`config.mk`:
```
export PLATFORM = sky130hd
export DESIGN_NAME = m_mc_proc
export DESIGN_NICKNAME = d
export VERILOG_FILES = /design/src/rtl/m_mc_pkg.sv /design/src/rtl/m_mc_regfile.sv /design/src/rtl/m_mc_proc.sv
export SDC_FILE = /design/constraint.sdc
export NUM_CORES = 1
export LEC_CHECK = 0
export ABC_AREA = 1
export CORE_MARGIN = 3
export CORE_UTILIZATION = 29
export CTS_BUF_LIST = sky130_fd_sc_hd__clkbuf_2 sky130_fd_sc_hd__clkbuf_4 sky130_fd_sc_hd__clkbuf_8
export DETAILED_ROUTE_END_ITERATION = 10
export PLACE_DENSITY = 0.62
export SETUP_SLACK_MARGIN = 0.5
export SLEW_MARGIN = 20
export SYNTH_ARGS = -nofsm -noshare
export SYNTH_HDL_FRONTEND = slang
export SYNTH_SLANG_ARGS = --single-unit
```
`constraint.sdc`:
```
create_clock -name w_clk -period 2.2 [get_ports w_clk]
set_input_delay 0.44 -clock w_clk [delete_from_list [all_inputs] [get_ports w_clk]]
set_output_delay 0.44 -clock w_clk [all_outputs]
set_load 0.02 [all_outputs]
```
`src/rtl/m_mc_pkg.sv`:
```
// Shared definitions for the m_mc_proc multi-cycle core: opcodes, funct codes,
// FSM state encoding and the instruction classes the decoder produces.
package m_mc_pkg;

   localparam logic [4:0] OPC_LOAD   = 5'b00000;
   localparam logic [4:0] OPC_STORE  = 5'b01000;
   localparam logic [4:0] OPC_OP     = 5'b01100;
   localparam logic [4:0] OPC_OPIMM  = 5'b00100;
   localparam logic [4:0] OPC_BRANCH = 5'b11000;
   localparam logic [4:0] OPC_JAL    = 5'b11011;
   localparam logic [4:0] OPC_LUI    = 5'b01101;

   localparam logic [2:0] F3_ADD = 3'b000;
   localparam logic [2:0] F3_LW  = 3'b010;
   localparam logic [2:0] F3_SW  = 3'b010;
   localparam logic [2:0] F3_BEQ = 3'b000;
   localparam logic [2:0] F3_BNE = 3'b001;

   localparam logic [6:0] F7_ADD = 7'b0000000;
   localparam logic [6:0] F7_SUB = 7'b0100000;
   localparam logic [6:0] F7_MUL = 7'b0000001;

   typedef enum logic [2:0] {
      S_FETCH,
      S_DECODE,
      S_EXEC,
      S_MEM,
      S_WB,
      S_HALT
   } state_t;

   typedef enum logic [2:0] {
      CL_NOP,
      CL_ALU,
      CL_LUI,
      CL_JAL,
      CL_LOAD,
      CL_STORE,
      CL_BRANCH
   } iclass_t;

endpackage

```
`src/rtl/m_mc_regfile.sv`:
```
// 32-entry register file for m_mc_proc: two async read ports, one write port.
// x0 always reads zero and ignores writes.
module m_mc_regfile #(
   parameter int XLEN = 32
) (
   input  logic            w_clk,
   input  logic            w_rst_n,
   input  logic [4:0]      w_rs1_idx,
   output logic [XLEN-1:0] w_rs1_data,
   input  logic [4:0]      w_rs2_idx,
   output logic [XLEN-1:0] w_rs2_data,
   input  logic            w_we,
   input  logic [4:0]      w_wr_idx,
   input  logic [XLEN-1:0] w_wr_data
);

   logic [XLEN-1:0] regs [32];

   always_ff @(posedge w_clk or negedge w_rst_n) begin
      if (!w_rst_n) begin
         for (int i = 0; i < 32; i++) regs[i] <= '0;
      end else if (w_we && (w_wr_idx != 5'd0)) begin
         regs[w_wr_idx] <= w_wr_data;
      end
   end

   assign w_rs1_data = (w_rs1_idx == 5'd0) ? '0 : regs[w_rs1_idx];
   assign w_rs2_data = (w_rs2_idx == 5'd0) ? '0 : regs[w_rs2_idx];

endmodule

```
`src/rtl/m_mc_proc.sv`:
```
// Multi-cycle RV32I-subset core (ADD SUB ADDI LW SW BEQ BNE JAL LUI) with internal imem/dmem.
// Optional MUL support when M_MC_PROC_MUL_EN is defined.
//
// state    | meaning
// FETCH    | IR <= imem[pc]
// DECODE   | A/B <= rf[rs1]/rf[rs2]
// EXEC     | ALU / address / branch resolve (final state for branch and NOP)
// MEM      | LW read into MDR, SW write (final state for SW)
// WB       | rf write, pc advance (final state for ALU/LUI/JAL/LW)
// HALT     | absorbing, entered after writing HALT_REG
module m_mc_proc
   import m_mc_pkg::*;
#(
   parameter int          XLEN       = 32,
   parameter int          IMEM_DEPTH = 64,
   parameter int          DMEM_DEPTH = 64,
   parameter int unsigned RESET_PC   = 0,
   parameter int          HALT_REG   = 30
) (
   input  logic            w_clk,
   input  logic            w_rst_n,
   output logic [XLEN-1:0] w_pc,
   output logic            w_retire,
   output logic            w_wb_en,
   output logic [4:0]      w_wb_idx,
   output logic [XLEN-1:0] w_wb_data,
   output logic            w_halt
);

   localparam int         IMEM_AW  = $clog2(IMEM_DEPTH);
   localparam int         DMEM_AW  = $clog2(DMEM_DEPTH);
   localparam logic [4:0] HALT_IDX = 5'(HALT_REG);

   logic [31:0]     mem  [IMEM_DEPTH];
   logic [XLEN-1:0] dmem [DMEM_DEPTH];

   state_t          state;
   iclass_t         icls;
   logic [31:0]     ir;
   logic [XLEN-1:0] a_q, b_q, aluout, mdr;
   logic [XLEN-1:0] rs1_data, rs2_data;
   logic [XLEN-1:0] imm_i, imm_s, imm_b, imm_u, imm_j;
   logic [XLEN-1:0] alu_res, mem_addr, pc_plus4, ld_data, rf_wr_data;
   logic [4:0]      rd;
   logic [2:0]      funct3;
   logic [6:0]      funct7;
   logic            is_sub, br_taken;
`ifdef M_MC_PROC_MUL_EN
   logic            is_mul;
`endif

   assign rd     = ir[11:7];
   assign funct3 = ir[14:12];
   assign funct7 = ir[31:25];

   assign imm_i = XLEN'($signed(ir[31:20]));
   assign imm_s = XLEN'($signed({ir[31:25], ir[11:7]}));
   assign imm_b = XLEN'($signed({ir[31], ir[7], ir[30:25], ir[11:8], 1'b0}));
   assign imm_u = XLEN'($signed({ir[31:12], 12'h000}));
   assign imm_j = XLEN'($signed({ir[31], ir[19:12], ir[20], ir[30:21], 1'b0}));

   // Anything not recognised, including a malformed ir[1:0], decodes as a 3-cycle NOP.
   always_comb begin
      icls   = CL_NOP;
      is_sub = 1'b0;
`ifdef M_MC_PROC_MUL_EN
      is_mul = 1'b0;
`endif
      if (ir[1:0] == 2'b11) begin
         case (ir[6:2])
            OPC_OP: begin
               if (funct3 == F3_ADD) begin
                  if (funct7 == F7_ADD) begin
                     icls = CL_ALU;
                  end else if (funct7 == F7_SUB) begin
                     icls   = CL_ALU;
                     is_sub = 1'b1;
                  end
`ifdef M_MC_PROC_MUL_EN
                  else if (funct7 == F7_MUL) begin
                     icls   = CL_ALU;
                     is_mul = 1'b1;
                  end
`endif
               end
            end
            OPC_OPIMM:  if (funct3 == F3_ADD) icls = CL_ALU;
            OPC_LUI:    icls = CL_LUI;
            OPC_JAL:    icls = CL_JAL;
            OPC_LOAD:   if (funct3 == F3_LW) icls = CL_LOAD;
            OPC_STORE:  if (funct3 == F3_SW) icls = CL_STORE;
            OPC_BRANCH: if ((funct3 == F3_BEQ) || (funct3 == F3_BNE)) icls = CL_BRANCH;
            default:    icls = CL_NOP;
         endcase
      end
   end

   assign pc_plus4 = w_pc + XLEN'(4);
   assign br_taken = (a_q == b_q) ^ funct3[0];
   assign mem_addr = a_q + ((icls == CL_STORE) ? imm_s : imm_i);
   assign ld_data  = dmem[aluout[DMEM_AW+1:2]];

   // ir[5] separates OP (register operand) from OPIMM (immediate operand).
   always_comb begin
      alu_res = a_q + (ir[5] ? b_q : imm_i);
      if (icls == CL_JAL)      alu_res = pc_plus4;
      else if (icls == CL_LUI) alu_res = imm_u;
      else if (is_sub)         alu_res = a_q - b_q;
`ifdef M_MC_PROC_MUL_EN
      else if (is_mul)         alu_res = a_q * b_q;
`endif
   end

   assign rf_wr_data = (icls == CL_LOAD) ? mdr : aluout;

   m_mc_regfile #(.XLEN(XLEN)) u_rf (
      .w_clk      (w_clk),
      .w_rst_n    (w_rst_n),
      .w_rs1_idx  (ir[19:15]),
      .w_rs1_data (rs1_data),
      .w_rs2_idx  (ir[24:20]),
      .w_rs2_data (rs2_data),
      .w_we       (state == S_WB),
      .w_wr_idx   (rd),
      .w_wr_data  (rf_wr_data)
   );

   // Retire/writeback outputs are loaded on entry to the final state so they are valid there only.
   always_ff @(posedge w_clk or negedge w_rst_n) begin
      if (!w_rst_n) begin
         state     <= S_FETCH;
         w_pc      <= XLEN'(RESET_PC);
         ir        <= '0;
         a_q       <= '0;
         b_q       <= '0;
         aluout    <= '0;
         mdr       <= '0;
         w_retire  <= 1'b0;
         w_wb_en   <= 1'b0;
         w_wb_idx  <= '0;
         w_wb_data <= '0;
         w_halt    <= 1'b0;
      end else begin
         w_retire  <= 1'b0;
         w_wb_en   <= 1'b0;
         w_wb_idx  <= '0;
         w_wb_data <= '0;
         case (state)
            S_FETCH: begin
               ir    <= mem[w_pc[IMEM_AW+1:2]];
               state <= S_DECODE;
            end
            S_DECODE: begin
               a_q      <= rs1_data;
               b_q      <= rs2_data;
               w_retire <= (icls == CL_BRANCH) || (icls == CL_NOP);
               state    <= S_EXEC;
            end
            S_EXEC: begin
               case (icls)
                  CL_BRANCH: begin
                     w_pc  <= br_taken ? (w_pc + imm_b) : pc_plus4;
                     state <= S_FETCH;
                  end
                  CL_LOAD, CL_STORE: begin
                     aluout   <= mem_addr;
                     w_retire <= (icls == CL_STORE);
                     state    <= S_MEM;
                  end
                  CL_ALU, CL_LUI, CL_JAL: begin
                     aluout    <= alu_res;
                     w_retire  <= 1'b1;
                     w_wb_en   <= (rd != 5'd0);
                     w_wb_idx  <= rd;
                     w_wb_data <= alu_res;
                     if (icls == CL_JAL) w_pc <= w_pc + imm_j;
                     state     <= S_WB;
                  end
                  default: begin
                     w_pc  <= pc_plus4;
                     state <= S_FETCH;
                  end
               endcase
            end
            S_MEM: begin
               if (icls == CL_LOAD) begin
                  mdr       <= ld_data;
                  w_retire  <= 1'b1;
                  w_wb_en   <= (rd != 5'd0);
                  w_wb_idx  <= rd;
                  w_wb_data <= ld_data;
                  state     <= S_WB;
               end else begin
                  w_pc  <= pc_plus4;
                  state <= S_FETCH;
               end
            end
            S_WB: begin
               if (rd == HALT_IDX) begin
                  w_halt <= 1'b1;
                  state  <= S_HALT;
               end else begin
                  if (icls != CL_JAL) w_pc <= pc_plus4;
                  state <= S_FETCH;
               end
            end
            S_HALT:  state <= S_HALT;
            default: state <= S_FETCH;
         endcase
      end
   end

   // State is async-reset to FETCH, so a reset asserted during MEM cannot reach this write.
   always_ff @(posedge w_clk) begin
      if ((state == S_MEM) && (icls == CL_STORE))
         dmem[aluout[DMEM_AW+1:2]] <= b_q;
   end

endmodule

```
======== Yosys cells after proc, flatten, opt, wreduce, memory -nomap -nowiden ========
Memory sizes are Yosys's and may differ from the RTL's.
Cells that the tools add are included.
cells by class
  add/subtract/negate cells ............... 6
  mux-type cells .......................... 57
  equality and inequality tests ........... 29
  magnitude comparators ................... 4
  reductions and logical operators ........ 21
  bitwise logic cells ..................... 4
operators with widths
  kind                                                                   number
  1024-bit bitwise mux                                                   1
  32-bit 2-to-1 mux                                                      19
  32-bit binary-select mux with 5-bit select                             2
  32-bit case mux with 3 select lines                                    2
  32-bit demux with 5-bit select                                         1
  32-bit adder                                                           4
  32-bit case mux with 2 select lines                                    2
  32-bit by 3-bit adder with 32-bit output, second input constant        1
  32-bit equality test                                                   1
  32-bit subtractor                                                      1
  3-bit case mux with 7 select lines                                     1
  6-bit greater-or-equal comparator, second input constant               3
  3-bit 2-to-1 mux                                                       6
  5-bit inverter with 6-bit output                                       3
  3-bit case mux with 6 select lines                                     1
  3-bit by 2-bit equality test with 1-bit output, second input constant  5
  3-bit equality test, second input constant                             5
  5-bit by 4-bit equality test with 1-bit output, second input constant  3
  5-bit equality test, second input constant                             3
  5-bit logical NOT                                                      3
  5-bit 2-to-1 mux                                                       3
  1-bit 2-to-1 mux                                                       14
  5-bit case mux with 2 select lines                                     1
  3-bit by 1-bit equality test with 1-bit output, second input constant  3
  other kinds (22)                                                       33
word-level totals
  flip-flop bits (word level) ............. 1259
  output and inout bits ................... 72
  memories ................................ 1
  RAM bits ................................ 2048
  bits of input ports ..................... 2
  logic and storage cells ................. 166
memories
  memory  words  bits a word  rd ports  clocked after memory_dff  write ports  line             text
  dmem    64     32           1         0                         1            m_mc_proc.sv:35  logic [XLEN-1:0] dmem [DMEM_DEPTH];

======== Depth between registers and ports, before layout ========
Gate-level depths: netlist of the first run.
  depth after elaboration ................. 11
  gate-level depth with buffers ........... 9
  depth with buffers taken out ............ 8

======== Worst setup path before layout of the first run ========
OpenSTA, ideal clock, no wires.
  path kind ............................... reg-to-reg
  from .................................... register w_pc[2]
  to ...................................... register w_pc[10]
  clock period less this slack ............ 1505 ps
  slack ................................... 695 ps
  data arrival time ....................... 1384 ps
  library setup time ...................... 121 ps
  path buffers ............................ 0
  data required time ...................... 2079 ps
  cell stages (with the launch flop) ...... 8
  path through ............................ dfrtp_1 ha_1 nand2_1 inv_2 nand3_1 nor2_4 nand2_1 xor2_1
on the way
  longest elaborated chain between the ends .. 4
  elaborated cells between the ends (all ways) .. 10
  those cells by class .................... add/sub: 3; mux: 7
ends and longest elaborated chain
  item                                                                      line                                                  text
  from (decl)                                                               m_mc_proc.sv:22                                       output logic [XLEN-1:0] w_pc,
  from (signal assigned)                                                    m_mc_proc.sv:132                                      w_pc <= XLEN'(RESET_PC);
  from (signal assigned)                                                    m_mc_proc.sv:162                                      w_pc <= br_taken ? (w_pc + imm_b) : pc_plus4;
  from (signal assigned)                                                    m_mc_proc.sv:176                                      if (icls == CL_JAL) w_pc <= w_pc + imm_j;
  32-bit adder (tied with other cells)                                      m_mc_proc.sv:176
  32-bit 2-to-1 mux (on tied branches)                                      m_mc_proc.sv:176, m_mc_proc.sv:162, m_mc_proc.sv:203
  32-bit case mux with 3 select lines or 32-bit 2-to-1 mux (tied branches)  m_mc_proc.sv:160, m_mc_proc.sv:199
  32-bit case mux with 3 select lines (*)                                   m_mc_proc.sv:148                                      case (state)
Every way passes the cells marked *; elsewhere a longest branch is shown, timed or not. The select of a mux whose other input is x is not followed.
A chain may end at the register's enable or synchronous reset.

======== Final worst setup path of the first run ========
  from .................................... register w_pc[7]
  to ...................................... output w_pc[7]
No word-level cell between the ends.

==> impl_metrics.py, run 1 <==
metrics = {
    "setup_path": {
        "crit_chain": "dlygate4sd2_1",
        "crit_family": "flip-flops",
        "cp_max_fo": 5,
        "cpPeakStageDelay_ns": 0.46,
        "arrival_ns": 1.10,
        "worstPathRequired_ns": 1.76,
        "crit_path_start": "w_pc[7]$_DFFE_PN0P_",
        "setup.worst_path.start_class": "flip-flop",
        "slowest_stage": "dfrtp_1",
        "end_kind": "primary output",
        "timing.rr.start": "w_pc[2]$_DFFE_PN0P_",
        "critical_path_buf_inv_count": 1,
        "worstSetupPathType": "flip-flop to primary output",
    },
    "clock_tree": {
        "numCtsBuffers": 5,
        "cts_root_buf": "clkbuf_8",
        "tritoncts": "built",
        "cts_hold_buf": 0,
        "clock_sinks": 33,
        "worstSkewPairLatency_ns": 0.28,
        "htree_levels": 2,
        "path_clk_slew_ns": 0.07,
        "cts_max_path_buffers": 2,
    },
    "die": {
        "coreArea_um2": 7020,
        "dieArea_um2": 8580,
        "ios": 74,
        "rows": 30,
        "die-width_um": 92.6,
        "fp.dieH_um": 92.6,
        "initial_utilization": 0.310,
    },
    "detailed_routing": {
        "drt-wirelength-per-cell_um": 10.8,
        "via_per_inst": 4.10,
        "vias": 1724,
        "drt_first_iter_violations": 102,
        "final_antenna_net_count": 0,
        "drc_errors": 0,
        "wirelength_mm": 4.56,
        "firstDrtPassIters": 4,
    },
    "sta": {
        "fmax_mhz": 649,
        "fin_crit_ns": 1.54,
        "slew_violations": 0,
        "setup_slack_ns": 0.660,
        "skew_ns": 0.00322,
        "fin_crit_sh": 0.700,
        "setup_viol": 0,
        "rsz0062_at_grt": "no",
        "setup_tns_ns": 0,
        "whs_ns": 0.498,
        "hold_viol": 0,
    },
    "placement": {
        "pre_cts_slack_ns": 0.655,
        "hpwl_mm": 3.56,
        "globalplace.congestion": 0.781,
        "portBuffers": 32,
    },
    "synthesis": {
        "ys_types": 24,
        "ys_seq_area_frac": 0.380,
        "yosys_warnings": 0,
        "syn_area_per_cell_um2": 7.58,
        "synthCells": 287,
        "syn_area_um2": 2180,
        "synth-seq-cells": 33,
    },
    "hold_path": {
        "min_path_type": "flip-flop to flip-flop",
        "hp-start": "w_pc[31]$_DFFE_PN0P_",
    },
    "final_layout": {
        "nets": 328,
        "final_common_cell": "nand2_1",
        "drive_gt1_frac": 0.0923,
        "final_cell_mix": "82 x nand2_1, 41 x conb_1, 37 x inv_1",
        "num_antenna_cells": 0,
        "area_delta_synth_final_pct": 14.8,
    },
    "global_route": {
        "antenna_found_initial": 0,
        "grt_pass1_vias": 1533,
        "grt.overflow.total": 0,
        "grt_max_degree": 34,
        "grt_pass1_wl_mm": 7.35,
        "grt_use_total": 0.106,
    },
    "outcome": {
        "status": "completed",
    },
    "power": {
        "powerDensity_nw_per_um2": 464,
        "p_leak_nw": 1.30,
        "ir_drop_v": 0.000292,
    },
    "job": {
        "cap_violations": 0,
    },
}
-- cells in the mapped netlist (all sizes together) --
cell type,number,share of area
and2,1,0.0029
buf,42,0.15
conb,1,0.0017
dfrtp,33,0.38
ha,1,0.0057
inv,41,0.071
nand2,86,0.15
nand3,25,0.075
nand3b,1,0.0035
nand4,5,0.014
nor2,34,0.078
nor3,1,0.0023
o22ai,1,0.0029
or2,1,0.0040
xnor2,8,0.032
xor2,6,0.024
-- cells by family after synthesis --
| group | count (synthesis) | share of synthesized area |
|---|---|---|
| AO/OA/AOI/OAI | 1 | 0.00288 |
| other | 1 | 0.00172 |
| buffers and inverters | 83 | 0.221 |
| AND/OR/NAND/NOR | 154 | 0.332 |
| flip-flops | 33 | 0.380 |
| adder cells (fa/ha/maj) | 1 | 0.00575 |
| XOR/XNOR | 14 | 0.0564 |
-- layer usage --
layer / up-vias / track usage / part of all wire
met5: - / 0 / 0
met4: 0 / 0.0220 / 0.0026
met3: 2 / 0.0301 / 0.066
met2: 69 / 0.163 / 0.45
met1: 790 / 0.150 / 0.49
li1: 863 / - / -
-- sequential cells by signal (all words and copies together), names as in the netlist --
name and count:
w_pc 30, state 3
-- metrics by stage --
step | instance area (um2) | util | total power, mW | cells
2_1_floorplan | 2330 | - | 0.735 | 327
6_report | 2500 | 0.356 | 1.16 | 421
5_1_grt | 2500 | 0.356 | 1.21 | 421
4_1_cts | 2500 | 0.356 | 1.18 | 421
3_5_place_dp | 2450 | 0.348 | 0.694 | 414
3_3_place_gp | 2450 | 0.348 | 0.694 | 414
-- final cells by class --
cell class,instances,area (um2)
clock buffer,7,90.1
fill,765,4520
inverter,41,154
multi-input combinational,211,1020
sequential,33,826
tap,96,120
timing repair buffer,33,289
-- report_power, final --
part           switching, mW  leakage, nW  internal [mW]
clock                  0.214       0.0477          0.261
sequential                 0        0.452          0.607
combinational         0.0741        0.804        0.00271
-- what timing repair did --
action | CTS | global route
setup buffers | 0 | 0
hold endpoints to repair | 0 | 0
endpoints found under the setup margin | 31 | 0
resized for setup | 31 | 0
-- path summary, 6_finish.rpt --
path | endpoint | slack [ns] | cells after the start
setup / recovery | w_pc[7] | 0.66 | 1
hold / removal | w_pc[31]$_DFFE_PN0P_ | 0.50 | 2
setup reg to reg | w_pc[10]$_DFFE_PN0P_ | 0.70 | 7
hold reg to reg | w_pc[31]$_DFFE_PN0P_ | 0.50 | 2
max in group asynchronous | w_pc[6]$_DFFE_PN0P_ | 1.33 | 2
min in group asynchronous | w_pc[31]$_DFFE_PN0P_ | 0.56 | 2
Note: power is estimated with default switching activity, not from simulation.
==> run 2, diff against run 1 <==
--- a/config.mk
+++ b/config.mk
@@ -10,7 +10,7 @@
 export CORE_UTILIZATION = 29
 export CTS_BUF_LIST = sky130_fd_sc_hd__clkbuf_2 sky130_fd_sc_hd__clkbuf_4 sky130_fd_sc_hd__clkbuf_8
 export DETAILED_ROUTE_END_ITERATION = 10
-export PLACE_DENSITY = 0.62
+export PLACE_DENSITY = 0.64
 export SETUP_SLACK_MARGIN = 0.5
 export SLEW_MARGIN = 20
 export SYNTH_ARGS = -nofsm -noshare
==> constraint.sdc (replaced) <==
create_clock -name w_clk -period 1.25 [get_ports w_clk]
set_input_delay 0.25 -clock w_clk [delete_from_list [all_inputs] [get_ports w_clk]]
set_output_delay 0.25 -clock w_clk [all_outputs]
set_load 0.02 [all_outputs]
==> run 2 against run 1 <==
  * The run now ends with setup timing left
  * Non-clock buffer count is 55 higher
  * Clock skew rose by 0.0029 ns
  * First-iteration DRC count is 11% higher
  * Sequential share of layout area shrank 7.0 points
  * Critical path depth up 6
  * Global-route usage rose by 2.1 points
  * Routed wire length increased by 18%
  * Utilization increased by 11 points
==> impl_metrics.py, run 2 (same netlist as run 1, synthesis figures left out) <==
metrics = {
    "power": {
        "pwr-share-comb": 0.062,
        "p_leak_nw": 1.54,
        "powerDensity_nw_per_um2": 699,
        "p_seq_frac": 0.466,
        "switching_power_mw": 0.542,
        "power.internal_mw": 1.75,
        "pwr-share-clk": 0.473,
        "ir_drop_v": 0.000487,
        "swShare": 0.237,
    },
    "final_layout": {
        "top_register": "w_pc",
        "reg_top3": "w_pc (30), state (3)",
        "num_antenna_cells": 0,
        "largest_reg_flops": 30,
        "drive_gt1_frac": 0.449,
        "final_cell_mix": "77 x nand2_1, 45 x buf_4, 41 x conb_1",
        "nets": 385,
        "final_core_util": 0.467,
        "area_delta_synth_final_pct": 50.6,
        "multiInputGateArea_um2": 1210,
        "final_common_cell": "nand2_1",
        "register_area_um2": 855,
        "fill_cells": 702,
        "finalNonFillerCells": 479,
    },
    "setup_path": {
        "setup.worst_path.start_class": "flip-flop",
        "worstPathRequired_ns": 1.42,
        "cpPeakStageDelay_ns": 0.42,
        "crit_chain": "ha_4, nand2_2, inv_2, nand3_4, nor2_4, nand2_1, xor2_1",
        "arrival_ns": 1.54,
        "slowest_stage": "dfrtp_2",
        "cp_max_fo": 5,
        "worstSetupPathType": "flip-flop to flip-flop",
        "end_kind": "flip-flop",
        "critical_path_buf_inv_count": 1,
        "crit_family": "simple AND/OR/NAND/NOR gates",
    },
    "clock_tree": {
        "cts_max_path_buffers": 2,
        "tritoncts": "built",
        "cts_hold_buf": 0,
        "worstSkewPairLatency_ns": 0.29,
        "cts_root_buf": "clkbuf_8",
        "numCtsBuffers": 5,
        "path_clk_slew_ns": 0.07,
        "htree_levels": 2,
        "clock_sinks": 33,
    },
    "sta": {
        "fin_crit_sh": 1.09,
        "slew_violations": 0,
        "skew_ns": 0.00616,
        "setup_viol": 22,
        "setup_tns_ns": -1.54,
        "fmax_mhz": 734,
        "hold_viol": 0,
        "fin_crit_ns": 1.36,
        "rsz0062_at_grt": "yes",
        "setup_slack_ns": -0.112,
    },
    "placement": {
        "dp_cells": 447,
        "portBuffers": 32,
        "globalplace.congestion": 0.811,
        "hpwl_mm": 3.78,
    },
    "die": {
        "rows": 30,
        "die-width_um": 92.6,
        "ios": 74,
        "initial_utilization": 0.310,
        "dieArea_um2": 8580,
        "coreArea_um2": 7020,
        "fp.dieH_um": 92.6,
    },
    "outcome": {
        "violations": "setup timing",
        "status": "complete, but fails checks",
    },
    "global_route": {
        "gr-max-usage-layer": "met2",
        "grt_use_total": 0.128,
        "grt_max_degree": 34,
        "use_met2": 0.204,
        "met1_usage": 0.170,
        "grt.overflow.total": 0,
        "grt_pass1_wl_mm": 8.73,
        "antenna_found_initial": 0,
        "grt_pass1_vias": 1816,
        "grt_use_met3": 0.0366,
    },
    "job": {
        "cap_violations": 0,
    },
    "detailed_routing": {
        "firstDrtPassIters": 4,
        "vias": 1979,
        "via_per_inst": 4.13,
        "drt_first_iter_violations": 113,
        "drc_errors": 0,
        "wirelength_mm": 5.40,
        "drt-wirelength-per-cell_um": 11.3,
        "final_antenna_net_count": 0,
    },
    "hold_path": {
        "min_path_type": "input port to async pin",
    },
}
run 2: cell type report:
| cell class | instances | share of cell area |
|---|---|---|
| Sequential cell | 33 | 0.261 |
| Multi-Input combinational cell | 213 | 0.369 |
| Tap cell | 96 | 0.0367 |
| Timing Repair Buffer | 88 | 0.249 |
| Clock buffer | 7 | 0.0275 |
| Clock inverter | 1 | 0.00916 |
| Inverter | 41 | 0.0477 |
run 2: path summary, 6_finish.rpt:
check / startpoint / depth (start not counted) / endpoint / slack [ns]
max: w_pc[3]$_DFFE_PN0P_ / 7 / w_pc[20]$_DFFE_PN0P_ / -0.11
min: w_rst_n / 2 / w_pc[12]$_DFFE_PN0P_ / 0.33
max reg2reg: w_pc[3]$_DFFE_PN0P_ / 7 / w_pc[20]$_DFFE_PN0P_ / -0.11
min reg2reg: w_pc[15]$_DFFE_PN0P_ / 2 / w_pc[15]$_DFFE_PN0P_ / 0.55
max in group asynchronous: w_rst_n / 2 / w_pc[23]$_DFFE_PN0P_ / 0.72
min in group w_clk: w_pc[15]$_DFFE_PN0P_ / 2 / w_pc[15]$_DFFE_PN0P_ / 0.55
run 2: per-layer routing:
layer  share of wire  up-vias
li1                -      978
met1            0.46      935
met2            0.47       61
met3           0.062        5
met4           0.014        0
met5               0        -
run 2: repair_timing:
item                                    CTS  global route
pin swaps                                15             6
endpoints found under the setup margin   63            64
resized for setup                       206            24
cloned                                    2             0
setup buffers                            11            11
run 2: metrics by stage:
step           hold WS, ns  power (mW)  worst slack [ns]  instance area (um2)
2_1_floorplan      -0.0456        1.29           -0.0645                 2390
3_3_place_gp         0.475        1.23            -0.138                 2780
3_5_place_dp         0.482        1.23            -0.156                 2780
4_1_cts              0.322        2.33            -0.108                 3130
5_1_grt              0.327        2.39            -0.207                 3280
6_report             0.328        2.29            -0.112                 3280
run 2: power by group through the flow:
stage	clock (mW)	combinational (mW)	sequential (mW)
global placement	0	0.140	1.09
detailed placement	0	0.140	1.09
CTS	1.12	0.140	1.07
global route	1.17	0.154	1.07
floorplan	0	0.205	1.09
finish	1.08	0.141	1.07
==> run 3, diff against run 2 <==
--- a/config.mk
+++ b/config.mk
@@ -7,10 +7,11 @@
 export LEC_CHECK = 0
 export ABC_AREA = 1
 export CORE_MARGIN = 3
-export CORE_UTILIZATION = 29
+export CORE_UTILIZATION = 43
 export CTS_BUF_LIST = sky130_fd_sc_hd__clkbuf_2 sky130_fd_sc_hd__clkbuf_4 sky130_fd_sc_hd__clkbuf_8
+export CTS_CLUSTER_DIAMETER = 120
 export DETAILED_ROUTE_END_ITERATION = 10
-export PLACE_DENSITY = 0.64
+export PLACE_DENSITY = 0.86
 export SETUP_SLACK_MARGIN = 0.5
 export SLEW_MARGIN = 20
 export SYNTH_ARGS = -nofsm -noshare
==> run 3 against run 2 <==
  * Power fell by 6.7%
  * Combinational power about the same
  * Critical endpoint is now w_pc[14]$_DFFE_PN0P_
  * Highest routed layer unchanged
  * Worst hold slack worse by 0.017 ns
  * The run still ends with setup timing left
  * Non-clock buffer count is 4 higher
  * Largest power group is now registers
==> impl_metrics.py, run 3 (same netlist as run 1, synthesis figures left out) <==
metrics = {
    "outcome": {
        "status": "complete, but fails checks",
        "violations": "setup timing",
    },
    "setup_path": {
        "slowest_stage": "dfrtp_2",
        "crit_chain": "ha_4, nand3_2, nor2_4, nand3_4, nor2_4, nand2_1, nand2_1, nand2_1",
        "crit_path_frequent_cell": "nand2_1",
        "crit_family": "simple AND/OR/NAND/NOR gates",
        "arrival_ns": 1.72,
        "worstPathRequired_ns": 1.43,
        "setup.worst_path.start_class": "flip-flop",
        "r2r_end": "w_pc[14]$_DFFE_PN0P_",
        "worstSetupPathType": "flip-flop to flip-flop",
        "ff2ff_path_depth": 8,
        "r2r_slack_ns": -0.28,
        "end_kind": "flip-flop",
        "cpPeakStageDelay_ns": 0.45,
        "critical_path_buf_inv_count": 0,
        "timing.rr.start": "w_pc[3]$_DFFE_PN0P_",
        "cp_max_fo": 4,
    },
    "final_layout": {
        "final_cell_mix": "60 x nand2_1, 43 x buf_4, 42 x buf_6",
        "area_delta_synth_final_pct": 59.1,
        "final_common_cell": "nand2_1",
        "largest_reg_flops": 30,
        "register_area_um2": 851,
        "drive_gt1_frac": 0.510,
        "multiInputGateArea_um2": 1350,
        "top_register": "w_pc",
        "nets": 388,
        "num_antenna_cells": 0,
        "fill_cells": 320,
        "reg_top3": "w_pc (30), state (3)",
    },
    "die": {
        "dieArea_um2": 5950,
        "ios": 74,
        "coreArea_um2": 4820,
        "initial_utilization": 0.452,
        "die-width_um": 77.1,
        "fp.dieH_um": 77.1,
        "rows": 25,
    },
    "clock_tree": {
        "numCtsBuffers": 5,
        "clock_sinks": 33,
        "path_clk_slew_ns": 0.08,
        "htree_levels": 2,
        "tritoncts": "built",
        "cts_max_path_buffers": 2,
        "worstSkewPairLatency_ns": 0.30,
        "cts_hold_buf": 0,
        "cts_root_buf": "clkbuf_8",
    },
    "placement": {
        "portBuffers": 32,
        "globalplace.congestion": 0.854,
        "hpwl_mm": 3.66,
        "pre_cts_slack_ns": -0.157,
    },
    "global_route": {
        "antenna_found_initial": 0,
        "grt.overflow.total": 0,
        "grt_max_degree": 34,
        "grt_pass1_vias": 2037,
        "grt_use_total": 0.207,
        "grt_pass1_wl_mm": 9.79,
    },
    "detailed_routing": {
        "drc_errors": 0,
        "firstDrtPassIters": 6,
        "drt_first_iter_violations": 248,
        "drt-wirelength-per-cell_um": 15.9,
        "via_per_inst": 5.02,
        "vias": 2276,
        "wirelength_mm": 7.21,
        "final_antenna_net_count": 0,
    },
    "power": {
        "p_leak_nw": 1.64,
        "ir_drop_v": 0.000718,
        "powerDensity_nw_per_um2": 617,
    },
    "sta": {
        "fin_crit_sh": 1.23,
        "setup_viol": 30,
        "setup_slack_ns": -0.284,
        "rsz0062_at_grt": "yes",
        "skew_ns": 0.00952,
        "fin_crit_ns": 1.53,
        "setup_tns_ns": -4.30,
        "slew_violations": 0,
        "fmax_mhz": 652,
        "hold_viol": 0,
    },
    "job": {
        "cap_violations": 0,
    },
    "hold_path": {
        "min_path_type": "input port to async pin",
    },
}
## run 3: changes by cell type in the layout (fill, tap and decap cells not counted), sizes merged
cell    previous run  this run
buf               87        91
nor2              36        35
bufinv             1         0
clkinv             0         1
## run 3: worst max path at each step
stage	from	to	cells after the start
final	w_pc[3]$_DFFE_PN0P_	w_pc[14]$_DFFE_PN0P_	8
after global routing	w_pc[3]$_DFFE_PN0P_	w_pc[14]$_DFFE_PN0P_	8
after CTS	w_pc[2]$_DFFE_PN0P_	w_pc[18]$_DFFE_PN0P_	7
after detailed placement	state[1]$_DFF_PN0_	w_pc[13]$_DFFE_PN0P_	8
after global placement	state[1]$_DFF_PN0_	w_pc[12]$_DFFE_PN0P_	7
after floorplan	state[1]$_DFF_PN0_	w_pc[21]$_DFFE_PN0P_	9
## run 3: per-stage QoR
| step | hold slack [ns] | area (um2) | cells | power (mW) | utilization |
|---|---|---|---|---|---|
| floorplan | -0.0456 | 2390 | 327 | 1.29 | - |
| global placement | 0.477 | 2720 | 415 | 1.23 | 0.564 |
| detailed placement | 0.481 | 2720 | 415 | 1.23 | 0.564 |
| CTS | 0.328 | 3090 | 442 | 2.12 | 0.642 |
| global route | 0.339 | 3460 | 453 | 2.18 | 0.718 |
| finish | 0.312 | 3460 | 453 | 2.14 | 0.718 |
## run 3: final cells by class
class,instances,share of cell area
Sequential cell,33,0.246
Clock buffer,7,0.0278
Timing Repair Buffer,92,0.265
Multi-Input combinational cell,212,0.389
Tap cell,67,0.0242
Clock inverter,1,0.00145
Inverter,41,0.0459
## run 3: where the power goes
| part | total, mW | internal [mW] | switching (mW) |
|---|---|---|---|
| clock | 0.929 | 0.498 | 0.430 |
| sequential | 1.07 | 1.07 | 0 |
| combinational | 0.141 | 0.00920 | 0.131 |
## run 3: repair_timing
item,4_1_cts,5_1_grt
buffers inserted,17,11
gates resized for setup,191,81
hold endpoints to repair,0,0
gates cloned,2,0
endpoints found under the setup margin,64,64
pin swaps,19,30
## run 3: layer usage
layer | part of all wire | wire, um | track usage | up-vias
met4 | 0.056 | 403 | 0.0979 | 0
met1 | 0.35 | 2500 | 0.250 | 1061
li1 | - | - | - | 984
met3 | 0.094 | 677 | 0.0235 | 54
met5 | 0 | 0 | 0 | -
met2 | 0.50 | 3630 | 0.365 | 177
